===== src/rtl/pim_job_scheduler.sv =====
// Dispatches the (tile, k-chunk) jobs of one blocked matmul onto a pool of PIM units.
// It issues round-robin, skips zero jobs, tracks outstanding work per tile and pulses completion.
module pim_job_scheduler #(
   parameter  int unsigned NUM_UNITS   = 4,
   parameter  int unsigned NUM_TILES   = 4,
   parameter  int unsigned NUM_KCHUNKS = 4,
   localparam int unsigned NJ = NUM_TILES * NUM_KCHUNKS,
   localparam int unsigned UW = (NUM_UNITS > 1) ? $clog2(NUM_UNITS) : 1,
   localparam int unsigned TW = (NUM_TILES > 1) ? $clog2(NUM_TILES) : 1,
   localparam int unsigned KW = (NUM_KCHUNKS > 1) ? $clog2(NUM_KCHUNKS) : 1,
   localparam int unsigned JW = $clog2(NJ + 1)
) (
   input  logic                 clk,
   input  logic                 rst,
   input  logic                 start,
   input  logic [NJ-1:0]        skip_mask,
   input  logic [NUM_UNITS-1:0] unit_done,
   output logic                 issue_valid,
   output logic [UW-1:0]        issue_unit,
   output logic [TW-1:0]        issue_tile,
   output logic [KW-1:0]        issue_kchunk,
   output logic [NUM_TILES-1:0] tile_done,
   output logic                 busy,
   output logic                 done,
   output logic [JW-1:0]        jobs_issued
);

   localparam int unsigned OW = $clog2(NUM_KCHUNKS + 1);
   localparam int unsigned CW = (NJ > 1) ? $clog2(NJ) : 1;

   typedef enum logic [1:0] {S_IDLE, S_DISPATCH, S_DRAIN, S_DONE} state_e;

   state_e               state_q, state_d;
   logic [TW-1:0]        tile_q, tile_d;
   logic [KW-1:0]        kc_q, kc_d;
   logic [NJ-1:0]        skip_q, skip_d;
   logic [NUM_UNITS-1:0] ubusy_q, ubusy_d;
   logic [TW-1:0]        utile_q [NUM_UNITS];
   logic [TW-1:0]        utile_d [NUM_UNITS];
   logic [UW-1:0]        rr_q, rr_d;
   logic [OW-1:0]        outst_q [NUM_TILES];
   logic [OW-1:0]        outst_d [NUM_TILES];
   logic [NUM_TILES-1:0] eval_q, eval_d, fired_q, fired_d;
   logic [JW-1:0]        jobs_q, jobs_d;

   logic [CW-1:0]        cur_j;
   logic                 cur_skip, any_free, advance;
   logic [UW-1:0]        grant;

   assign cur_j    = CW'(32'(tile_q) * NUM_KCHUNKS + 32'(kc_q));
   assign cur_skip = skip_q[cur_j];

   // First free unit at or after rr_q; only registered busy bits count, so a
   // unit released this cycle is not a candidate until the next one.
   always_comb begin : arb
      int unsigned idx;
      any_free = 1'b0;
      grant    = '0;
      idx      = 0;
      for (int unsigned i = 0; i < NUM_UNITS; i++) begin
         idx = 32'(rr_q) + i;
         if (idx >= NUM_UNITS) idx = idx - NUM_UNITS;
         if (!any_free && !ubusy_q[UW'(idx)]) begin
            any_free = 1'b1;
            grant    = UW'(idx);
         end
      end
   end

   assign issue_valid  = (state_q == S_DISPATCH) && !cur_skip && any_free;
   assign advance      = (state_q == S_DISPATCH) && (cur_skip || any_free);
   assign issue_unit   = issue_valid ? grant  : '0;
   assign issue_tile   = issue_valid ? tile_q : '0;
   assign issue_kchunk = issue_valid ? kc_q   : '0;
   assign busy         = (state_q != S_IDLE);
   assign done         = (state_q == S_DONE);
   assign jobs_issued  = jobs_q;

   always_comb begin
      tile_done = '0;
      for (int unsigned t = 0; t < NUM_TILES; t++)
         tile_done[t] = eval_q[t] && (outst_q[t] == '0) && !fired_q[t];
   end

   always_comb begin : next_state
      logic [OW-1:0] nxt;
      state_d = state_q;
      tile_d  = tile_q;
      kc_d    = kc_q;
      skip_d  = skip_q;
      rr_d    = rr_q;
      eval_d  = eval_q;
      fired_d = fired_q | tile_done;
      jobs_d  = jobs_q;
      ubusy_d = ubusy_q & ~unit_done;
      utile_d = utile_q;
      nxt     = '0;

      // Net per-tile count: +1 for an issue, -1 per completing unit holding it.
      for (int unsigned t = 0; t < NUM_TILES; t++) begin
         nxt = outst_q[t];
         if (issue_valid && (tile_q == TW'(t))) nxt = nxt + OW'(1);
         for (int unsigned u = 0; u < NUM_UNITS; u++)
            if (unit_done[u] && ubusy_q[u] && (utile_q[u] == TW'(t))) nxt = nxt - OW'(1);
         outst_d[t] = nxt;
      end

      if (issue_valid) begin
         ubusy_d[grant] = 1'b1;
         utile_d[grant] = tile_q;
         rr_d           = (grant == UW'(NUM_UNITS - 1)) ? '0 : grant + UW'(1);
         jobs_d         = jobs_q + JW'(1);
      end

      case (state_q)
         S_IDLE: begin
            if (start) begin
               state_d = S_DISPATCH;
               tile_d  = '0;
               kc_d    = '0;
               skip_d  = skip_mask;
               eval_d  = '0;
               fired_d = '0;
               jobs_d  = '0;
               for (int unsigned t = 0; t < NUM_TILES; t++) outst_d[t] = '0;
            end
         end
         S_DISPATCH: begin
            if (advance) begin
               if (kc_q == KW'(NUM_KCHUNKS - 1)) begin
                  eval_d[tile_q] = 1'b1;
                  kc_d           = '0;
                  if (tile_q == TW'(NUM_TILES - 1)) state_d = S_DRAIN;
                  else                              tile_d  = tile_q + TW'(1);
               end else begin
                  kc_d = kc_q + KW'(1);
               end
            end
         end
         S_DRAIN: if (ubusy_q == '0) state_d = S_DONE;
         S_DONE:  state_d = S_IDLE;
         default: state_d = S_IDLE;
      endcase
   end

   always_ff @(posedge clk) begin
      if (rst) begin
         state_q <= S_IDLE;
         tile_q  <= '0;
         kc_q    <= '0;
         skip_q  <= '0;
         ubusy_q <= '0;
         utile_q <= '{default: '0};
         rr_q    <= '0;
         outst_q <= '{default: '0};
         eval_q  <= '0;
         fired_q <= '0;
         jobs_q  <= '0;
      end else begin
         state_q <= state_d;
         tile_q  <= tile_d;
         kc_q    <= kc_d;
         skip_q  <= skip_d;
         ubusy_q <= ubusy_d;
         utile_q <= utile_d;
         rr_q    <= rr_d;
         outst_q <= outst_d;
         eval_q  <= eval_d;
         fired_q <= fired_d;
         jobs_q  <= jobs_d;
      end
   end

endmodule


===== config.mk =====
export PLATFORM = sky130hd
export DESIGN_NAME = pim_job_scheduler
export DESIGN_NICKNAME = d
export VERILOG_FILES = /design/src/rtl/pim_job_scheduler.sv
export SDC_FILE = /design/constraint.sdc
export NUM_CORES = 1
export LEC_CHECK = 0
export ABC_AREA = 1
export CAP_MARGIN = 20
export CORE_MARGIN = 2
export CORE_UTILIZATION = 54
export CTS_BUF_LIST = sky130_fd_sc_hd__clkbuf_4 sky130_fd_sc_hd__clkbuf_8
export CTS_CLUSTER_DIAMETER = 120
export DETAILED_ROUTE_END_ITERATION = 10
export PLACE_DENSITY = 0.8
export SYNTH_ARGS = -nofsm -noshare
export SYNTH_HDL_FRONTEND = slang
export SYNTH_SLANG_ARGS = --single-unit
export TNS_END_PERCENT = 50

===== constraint.sdc =====
create_clock -name clk -period 3.8 [get_ports clk]
set_input_delay 0.76 -clock clk [delete_from_list [all_inputs] [get_ports clk]]
set_output_delay 0.76 -clock clk [all_outputs]
set_load 0.05 [all_outputs]

# ---- Yosys cells after proc, flatten, opt, wreduce, memory -nomap -nowiden
# Cells that the tools add are included.
dict set report word_totals {
  regBits 61
  inputBits 23
  output_inout_bits 18
  wordCells 245
}
dict set report op_classes {
  addsub 32
  order_cmp 15
  n_eq_ne 26
  n_mux 79
  bitwise 6
  n_reduce_logical 70
}
# op n
set ops {}
lappend ops {{$mux W3} 20}
lappend ops {{$mux W2} 24}
lappend ops {{$sub A3 B1 Y3 const B} 16}
lappend ops {{$logic_and A1 B1 Y1} 41}
lappend ops {{$eq A2 B2 Y1 const B} 14}
lappend ops {{$mux W12} 2}
lappend ops {{$mux W4} 6}
lappend ops {{$lt A2 B3 Y1 const B} 6}
lappend ops {{$mux W5} 3}
lappend ops {{$add A3 B1 Y3 const B} 4}
lappend ops {{$eq A2 B1 Y1 const B} 6}
lappend ops {{$ge A3 B3 Y1 const B} 4}
lappend ops {{$logic_not A2 Y1} 6}
lappend ops {{$logic_not A3 Y1} 4}
lappend ops {{$or A4 B4 Y4} 3}
lappend ops {{$mux W1} 11}
lappend ops {{$logic_not A1 Y1} 10}
lappend ops {{$reduce_and A5 Y1} 2}
lappend ops {{$bmux W1 S2} 4}
lappend ops {{$bwmux W8} 1}
lappend ops {{$ne A2 B2 Y1 const B} 4}
lappend ops {{$pmux W2 S2} 2}
lappend ops {{$pmux W2 S4} 1}
lappend ops {{$pmux W4 S2} 1}
lappend ops {{23 further kinds} 33}

# ---- Logic depth before layout (Yosys ltp)
dict set report logic_depth {
  ltp_word 27
  mapped_depth 30
}

# ---- Least setup slack after synthesis
# OpenSTA, ideal clock, no wires.
dict set report synth_timing {
  path_kind {register to register}
  from {reg rr_q[0]}
  to {reg outst_q[2] in the netlist's numbering}
  setup_ps 65
  arrival_ps 3808
  required_ps 3735
  setup_slack_ps -73
  path_stages_with_launch 27
  synth_period_minus_slack_ps 3873
  cell_sequence {dfxtp_1 buf_6 o21ai_0 nor2_1 nand3_2 nand2_2 nor2_4 buf_6 nand2_4 nand2_1 o21ai_0 ha_1 or2_2 nand2_1 inv_1 ha_1 nand2_1 nand2_1 ha_1 or2_2 and2_1 ha_1 nand2_1 xor2_1 xor2_1 inv_1 nor2_1}
}
dict set report synth_between {
  elab_chain_cells 27
  word_cells_on_any_way 48
}
# element line
set synth_lines {}
lappend synth_lines {{start, declared} 40} ;# logic [UW-1:0] rr_q, rr_d;
lappend synth_lines {{start signal, assigned} 166} ;# rr_q <= rr_d;
lappend synth_lines {{$add A2 B1 Y3} 61} ;# idx = 32'(rr_q) + i;
lappend synth_lines {{$ge A3 B3 Y1 / $sub A2 B1 Y2 (equally long branches)} 62} ;# if (idx >= NUM_UNITS) idx = idx - NUM_UNITS;
lappend synth_lines {{$mux W2} 62}
lappend synth_lines {{$bmux W1 S2} 63} ;# if (!any_free && !ubusy_q[UW'(idx)]) begin
lappend synth_lines {{$mux W1 (implied by the code)} 63}
lappend synth_lines {{$logic_not A1 Y1} 63}
lappend synth_lines {{$logic_and A1 B1 Y1} 63}
lappend synth_lines {{$mux W1} 63}
lappend synth_lines {{(+11 left out)} --}
lappend synth_lines {{$sub A3 B1 Y3} 104} ;# if (unit_done[u] && ubusy_q[u] && (utile_q[u] == TW'(t))) nxt = nxt - OW'(1);
lappend synth_lines {{$mux W3 *} 104}
lappend synth_lines {{$sub A3 B1 Y3} 104}
lappend synth_lines {{$mux W3 *} 104}
lappend synth_lines {{$sub A3 B1 Y3} 104}
lappend synth_lines {{$mux W3 *} 104}
lappend synth_lines {{$mux W12} 117} ;# if (start) begin
lappend synth_lines {{$mux W12 *} 115} ;# case (state_q)
lappend synth_lines {{end signal, assigned} 167} ;# outst_q <= outst_d;
lappend synth_lines {{end, declared} 41} ;# logic [OW-1:0] outst_q [NUM_TILES];
# Mark *: on every way between the ends. The rest lies on a longest branch, timed or not. The select of a mux whose other input is x is not followed.
# A chain may end at the register's enable or synchronous reset.

# ---- Final worst setup path
dict set report layout_timing {
  from {reg kc_q[0]}
  to {reg outst_q[8] in the netlist's numbering}
}
dict set report layout_between {
  elab_chain_cells 18
}
# element line
set layout_lines {}
lappend layout_lines {{start, declared} 35} ;# logic [KW-1:0] kc_q, kc_d;
lappend layout_lines {{start signal, assigned} 162} ;# kc_q <= kc_d;
lappend layout_lines {{$add A4 B2 Y4 *} 50} ;# assign cur_j = CW'(32'(tile_q) * NUM_KCHUNKS + 32'(kc_q));
lappend layout_lines {{$bmux W1 S4 *} 51} ;# assign cur_skip = skip_q[cur_j];
lappend layout_lines {{$mux W1 (implied by the code) *} 51}
lappend layout_lines {{$logic_not A1 Y1 *} 70} ;# assign issue_valid = (state_q == S_DISPATCH) && !cur_skip && any_free;
lappend layout_lines {{$logic_and A1 B1 Y1 * (2 in series)} 70}
lappend layout_lines {{$logic_and A1 B1 Y1 *} 102} ;# if (issue_valid && (tile_q == TW'(t))) nxt = nxt + OW'(1);
lappend layout_lines {{$mux W3 *} 102}
lappend layout_lines {{$sub A3 B1 Y3} 104}
lappend layout_lines {{$mux W3 *} 104}
lappend layout_lines {{$sub A3 B1 Y3} 104}
lappend layout_lines {{$mux W3 *} 104}
lappend layout_lines {{$sub A3 B1 Y3} 104}
lappend layout_lines {{$mux W3 *} 104}
lappend layout_lines {{$sub A3 B1 Y3} 104}
lappend layout_lines {{$mux W3 *} 104}
lappend layout_lines {{$mux W12} 117}
lappend layout_lines {{$mux W12 *} 115}
# Marked as above.

==> results.sh <==
export IMPL_met1_length_um=6420
export IMPL_cp_slowest_cell="dfxtp_4"
export IMPL_reg2reg_from="kc_q[0]"
export IMPL_synth_fa_ha_area_share_pct=10.6
export IMPL_final_setup_viol_count=7
export IMPL_worst_ep_required_time_ns=4.05
export IMPL_combined_global_route_utilization_of_all_metal_layers_pct=33.5
export IMPL_worstRegToRegCells=30
export IMPL_postSynthAreaPerCell_um2=6.69
export IMPL_fin_util_pct=87.4
export IMPL_placement_cell_area_mm2=0.00542
export IMPL_clock_root_buffer="clkbuf_8"
export IMPL_placementRows=32
export IMPL_total_neg_setup_slack_ns=-1.96
export IMPL_cts_htree_levels=3
export IMPL_diodes=0
export IMPL_clock_transition_at_path_regs_ns=0.07
export IMPL_endpoint_kind="flop"
export IMPL_tightestPinTransition_ns=1.08
export IMPL_fin_hold_ws_ns=0.481
export IMPL_complex_gate_fraction_of_the_synthesized_area_pct=12.1
export IMPL_postRouteAntennaNets=0
export IMPL_gp_congestion=0.882
export IMPL_clkSinkCount=61
export IMPL_fin_total_pwr_mw=4.87
export IMPL_initial_antenna_violation_count=0
export IMPL_dominant_combinational_cell_family_by_area_after_synthesis="simple AND/OR/NAND/NOR gates"
export IMPL_design_die_area_mm2=0.00858
export IMPL_initialDrtViolationCount=757
export IMPL_postRouteWirelength_um=18700
export IMPL_post_synth_instance_area_mm2=0.00424
export IMPL_synth_yosys_seq_area_share_pct=28.8
export IMPL_timing_final_ws_setup_ns=-0.435
export IMPL_grt_remaining_overflow=0
export IMPL_clk_path_buf_depth=2
export IMPL_floorplan_initialDensity_pct=55.2
export IMPL_final_min_clock_period_ns=4.23
export IMPL_postSynthNetCount=693
export IMPL_failed_checks="negative setup slack"
export IMPL_finalHoldViolations=0
export IMPL_drive_above_1_share_pct=36.3
export IMPL_min_delay_path_depth=2
export IMPL_timing_rr_end="outst_q[8]"
export IMPL_fin_worst_skew_ns=0.0125
export IMPL_syn_to_final_growth_pct=58.3
export IMPL_worst_hold_path_type="reg -> reg"
export IMPL_worstSkewPairLatency_ns=0.37
export IMPL_dp_cells=848
export IMPL_leakage_nw=2.86
export IMPL_fin_area_mm2=0.00672
export IMPL_timing_worst_setup_path_type="reg -> reg"
export IMPL_dr_total_vias=5633
export IMPL_grt_max_degree=33
export IMPL_fmaxAchievable_mhz=236
export IMPL_synthMuxAreaShare_pct=0
export IMPL_synth_largest_type_area_fraction_pct=28.8
export IMPL_top_signal_layer_used="met4"
export IMPL_cp_max_fo=7
export IMPL_top_level_ports=41
export IMPL_maximum_cell_stage_delay_along_the_critical_path_ns=0.42
export IMPL_most_common_layout_cells="buf_4 (118), inv_1 (90), nand2_1 (86), dfxtp_1 (56), nand3_1 (52)"
export IMPL_dieHeight_um=92.7
export IMPL_die_width_um=92.7
export IMPL_dr_pass1_iters=7
export IMPL_hold_path_end="eval_q[2]"
export IMPL_largest_voltage_drop_on_the_vdd_net_mv=0.579
export IMPL_finalNonFillerCells=906
export IMPL_pre_cts_setup_slack_ns=-0.562
export IMPL_port_buffers=40
export IMPL_maxCapViolations=0
export IMPL_drt_drc_violations_left=0
export IMPL_critPathLaunchType="flop"
export IMPL_net_count_reported_at_finish=858
export IMPL_worstPathArrival_ns=4.49
export IMPL_dp_hpwl_um=8390
export IMPL_drt_wirelength_per_cell_um=20.6
export IMPL_grt_pass1_wl_um=23000
export IMPL_synth_xor_area_share_pct=4.33
export IMPL_cts_tree="yes"
export IMPL_met2RoutedLength_um=8660
export IMPL_finalCritPeriodShare_pct=111
export IMPL_route_met3_wl_um=1920
export IMPL_cellPowerDensity_mw_per_mm2=725
export IMPL_simple_gate_portion_of_the_synthesized_area_pct=33.8
export IMPL_run_status="finished with violations"
export IMPL_post_synth_inst_count=634
export IMPL_clock_buffers_created_by_tritoncts=9
export IMPL_layout_commonest_cell="buf_4"
export IMPL_via_per_inst=6.22
export IMPL_synth_largest_area_cell="dfxtp_1"
export IMPL_yosys_warnings=0
export IMPL_report_final_slew_viol_count=0
export IMPL_fp_coreArea_mm2=0.00769
export IMPL_hold_sp="eval_q[2]"
export IMPL_first_global_vias=5103
export IMPL_ys_ff_latch=61
export IMPL_synth_area_leaders="dfxtp_1 (29%), nand2_1 (11%), ha_1 (11%)"
export IMPL_setup_reg_to_reg_worst_slack_ns=-0.43
export IMPL_holdBufCountCts=0
export IMPL_rsz_0062_raised_after_global_routing="yes"
export IMPL_slew_limit_headroom_pct=27.4
export IMPL_yosys_cell_types_count=33
cell usage after synthesis:
library cell and number:
a2111oi_0 1, a211oi_1 5, a21oi_1 38, a31oi_1 4
a32oi_1 2, and2_1 4, and3_1 1, buf_2 2
buf_4 1, buf_6 2, clkbuf_1 7, clkinv_1 2
dfxtp_1 61, ha_1 36, inv_1 97, inv_2 1
nand2_1 130, nand2_2 16, nand2_4 2, nand3_1 73
nand3_2 7, nand4_1 3, nor2_1 40, nor2_4 1
nor3_1 23, o211ai_1 2, o21ai_0 38, o21ai_1 2
o21ai_2 2, or2_1 1, or2_2 9, xnor2_1 7
xor2_1 14
worst max path at each step:
stage                       from          to  slack [ns]  cells after the start
finish                   kc_q[0]  outst_q[8]       -0.43                     30
global route        unit_done[0]  outst_q[8]       -0.68                     22
CTS                   ubusy_q[2]  outst_q[8]       -0.15                     30
detailed placement  unit_done[0]  outst_q[8]       -0.56                     21
global placement    unit_done[0]  outst_q[8]       -0.37                     22
floorplan                rr_q[0]  outst_q[5]       -0.01                     28
cell type report:
class	count	area (µm²)
well taps	102	128
clock buffers	10	138
flip-flops and latches	61	1230
repair buffers	166	1470
multi-input cells	461	3260
clock inverters	6	110
inverters	100	378
fillers	362	970
cells by family (layout without fill, tap and decap cells):
logic type	count (synthesis)	after routing
AO/OA/AOI/OAI	94	94
flip-flops	61	61
AND/OR/NAND/NOR	310	310
adder cells (fa/ha/maj)	36	36
XOR/XNOR	21	21
buffers and inverters	112	282
registers in the layout, summed over array words and instances, names as in the netlist:
| signal | cells |
|---|---|
| eval_q | 4 |
| fired_q | 4 |
| jobs_issued | 5 |
| kc_q | 2 |
| outst_q | 12 |
| rr_q | 2 |
| skip_q | 16 |
| state_q | 2 |
| tile_q | 2 |
| ubusy_q | 4 |
| utile_q | 8 |
timing repair:
item	in CTS	in global routing
buffers inserted	32	11
hold endpoints to repair	0	0
setup endpoints to repair	6	14
pin swaps	53	69
gates resized for setup	79	88
routing by layer:
metal	GRT usage (%)	vias to the layer above
li1	-	2386
met1	36.4	2574
met2	61.0	488
met3	5.86	185
met4	19.0	0
met5	0	-
critical path, delay by kind of cell, from the launching register on:
family	cells	cell delay [ns]
simple gates	17	1.50
flops	1	0.42
fa+ha+maj	2	0.42
xor+xnor	3	0.74
buf+inv	8	1.00
power breakdown:
group          internal (mW)  switching (mW)  leakage, nW
clock                  0.453           0.315        0.119
sequential             0.798           0.159        0.500
combinational           1.36            1.78         2.24
total                   2.61            2.26         2.86
(Power assumes the default switching activity.)
==> RTL edit (same settings) <==
Put a register stage on the outputs `issue_unit`, `issue_tile`, `issue_kchunk`, `busy` and `done`, cleared by the reset. The values now appear one clock later. The other outputs are not delayed to match. Comments in the files are not updated.
--- a/src/rtl/pim_job_scheduler.sv
+++ b/src/rtl/pim_job_scheduler.sv
@@ -69,11 +69,21 @@
 
    assign issue_valid  = (state_q == S_DISPATCH) && !cur_skip && any_free;
    assign advance      = (state_q == S_DISPATCH) && (cur_skip || any_free);
-   assign issue_unit   = issue_valid ? grant  : '0;
-   assign issue_tile   = issue_valid ? tile_q : '0;
-   assign issue_kchunk = issue_valid ? kc_q   : '0;
-   assign busy         = (state_q != S_IDLE);
-   assign done         = (state_q == S_DONE);
+   always_ff @(posedge clk) begin
+      if (rst) begin
+         issue_unit   <= '0;
+         issue_tile   <= '0;
+         issue_kchunk <= '0;
+         busy         <= '0;
+         done         <= '0;
+      end else begin
+         issue_unit   <= issue_valid ? grant  : '0;
+         issue_tile   <= issue_valid ? tile_q : '0;
+         issue_kchunk <= issue_valid ? kc_q   : '0;
+         busy         <= (state_q != S_IDLE);
+         done         <= (state_q == S_DONE);
+      end
+   end
    assign jobs_issued  = jobs_q;
 
    always_comb begin
Formal check against the unedited RTL: not equivalent (a bounded check fails within 4 cycles, from zero or initial values and one cycle with rst high).
==> RTL edit against the unedited design <==
- the run still ends with negative setup slack left
- fmax decreased by 5.8%
- clock skew is 0.0031 ns higher
- area after synthesis grew 6.0%
- cell area up 0.28%
- die area grew 5.7%
- power decreased by 14%
- sequential cell count increased by 8
- synthesized cell count grew 2.4%
- setup slack worse by 0.26 ns
- routed wire length down 0.81%
- sequential power rose by 6%
- count of clock-buffer cells in the layout up 1
- sequential share of layout area increased by 2.3 points
==> RTL edit: results (changes against the unedited design) <==
Run status
  • Status: finished, violations left
  • Failing checks: negative setup slack

Global routing
  • Number of global-route vias before repair: 5010 (-1.8%)
  • Pin count of the biggest net entering global routing: 30 (-9.1%)
  • Initial antenna violation count: 0 (unchanged)
  • First-pass GRT wire length: 23000 um (-0.27%)
  • GRT Util Overall: 0.324 (-0.0113)

Detailed routing
  • Metal2 WL: 8600 um (-0.70%)
  • Met3 routed WL: 1900 um (-1.0%)
  • DR top layer: met4
  • Drt pass-1 iters: 6 (-1)
  • Wire per inst: 19.9 um (-3.3%)
  • Vias: 5675 (+0.75%)
  • WL met1: 6410 um (about the same)
  • DRT iter0 DRCs: 669 (-12%)

Layout
  • Antenna Cells: 0 (unchanged)
  • Fill count: 431 (+19%)
  • Nets: 878 (+2.3%)
  • Share of cells above drive strength 1: 0.322 (-0.0416)
  • Largest regs: skip_q (16), outst_q (12), utile_q (8)

Pwr
  • P_sw: 0.00189 W (-16%)
  • Leak: 2.89 nW (+1.1%)
  • Peak VDD IR: 0.555 mV (-4.0%)

Setup path
  • Worst Path Arrival: 4.78 ns (+0.29 ns)
  • CP max stage delay: 0.51 ns (+0.09 ns)
  • Cell family with most CP delay: simple AND/OR/NAND/NOR gates
  • Slowest cell on crit path: clkdlybuf4s50_1
  • Worst R2R Setup Slack: -0.56 ns (-0.13 ns)
  • CP max FO: 4 (-3)

Clock tree
  • Clk_lat worst skew: approximately 0.36 ns
  • Root buffer cell: clkbuf_8
  • Clock buffer depth: 2 (unchanged)
  • Clk slew on worst S/H paths: roughly 0.080 ns
  • CTS H-Tree Depth: 3 (unchanged)
  • CTS Buf Count: 9 (unchanged)

Synthesis
  • Post-synth top cells: nand2_1 (122), inv_1 (102), dfxtp_1 (69)
  • Unique cell type count in the Yosys netlist: 38 (+15%)
  • Sequential fraction of the synthesis area: 0.307 (+0.0194)
  • Post-synthesis compound-gate area fraction: 0.115 (-0.00511)
  • FFs w/ async S/R, synth: 0 (unchanged)
  • Post-Synth Adder-Cell Area: 0.100 (-0.00597)
  • XOR/XNOR share of the synthesized area: 0.0406 (-0.00271)
  • Syn. warnings: 0 (unchanged)
  • Mux cell area share after synthesis: 0.00223 (+0.00223)
  • Post-synthesis net count: 708 (+2.2%)
  • Synth top area cells: dfxtp_1 (31%), nand2_1 (10%), ha_1 (10%), inv_1 (8.5%), nand3_1 (7.0%)

Timing
  • Setup WS post-layout: -0.697 ns (-0.262 ns)
  • Final Skew: 0.0156 ns (+0.00314 ns)
  • Final setup viols: 8 (+1)
  • Worst Tran Pin Value: 0.938 ns (-0.142 ns)

Placement
  • Post-Place Setup Slack: -0.433 ns (+0.129 ns)
  • Dpl hpwl: 8600 um (+2.5%)
  • Port bufs: 40 (unchanged)
  • Gpl congestion: 0.899 (+2.0%)

Worst hold path
  • Hold Path Class: flop to flop
==> RTL edit: cell count changes after synthesis, moves of 8 or more <==
cell / delta
nand3_1: -10
nor2_1: +14
dfxtp_1: +8
nand2_1: -8
==> RTL edit: path summary, 6_finish.rpt <==
path,start,to,cells past startpoint
max reg2reg,rr_q[0],outst_q[8],26
min,eval_q[1],eval_q[1],2
max,unit_done[0],outst_q[8],21
min reg2reg,eval_q[1],eval_q[1],2
==> RTL edit: what timing repair did <==
| item | 4_1_cts | 5_1_grt |
|---|---|---|
| pin swaps | 52 | 50 |
| cloned | 0 | 0 |
| resized for setup | 61 | 77 |
| setup buffers | 36 | 16 |
| endpoints found under the setup margin | 6 | 9 |
==> RTL edit: cells by family after synthesis <==
family | after synthesis
simple gates | 311
xor+xnor | 20
flops | 69
buf+inv | 116
fa+ha+maj | 36
mux | 1
compound gates | 96
==> RTL edit: power by group through the flow <==
stage          sequential, W  clock [W]  combinational, W
4_1_cts             0.000989   0.000691           0.00189
5_1_grt              0.00102   0.000730           0.00264
2_1_floorplan        0.00103          0           0.00105
3_3_place_gp        0.000985          0           0.00159
6_report             0.00101   0.000719           0.00246
3_5_place_dp        0.000991          0           0.00165
==> RTL edit: tightest hold or removal path: stages (launching register included) <==
cell	delay, ns
dfxtp_1	0.30
inv_1	0.06
a21oi_1	0.06
==> RTL edit: metal layers <==
metal | global-route usage | vias to the layer above
met1 | 0.377 | 2571
met3 | 0.0498 | 180
met2 | 0.559 | 478
li1 | - | 2446
met4 | 0.192 | 0
met5 | 0 | -
==> RTL edit: layout make-up <==
class                           count  share of cell area
Clock inverter                      5              0.0126
Inverter                          104              0.0579
Sequential cell                    69               0.207
Clock buffer                       11              0.0206
Tap cell                          105              0.0195
Timing Repair Buffer              171               0.221
Multi-Input combinational cell    464               0.462
==> RTL edit: metrics by stage <==
step / hold WS, ns / instance area [um2] / cells / total power [W] / TNS (ns)
final: 0.461 / 6740 / 929 / 0.00418 / -2.13
after global routing: 0.490 / 6740 / 929 / 0.00440 / -2.96
after CTS: 0.462 / 6270 / 913 / 0.00357 / -0.314
after global placement: 0.445 / 5560 / 862 / 0.00258 / -1.19
after detailed placement: 0.452 / 5560 / 862 / 0.00264 / -2.22
after floorplan: 0.424 / 4500 / 649 / 0.00207 / 0
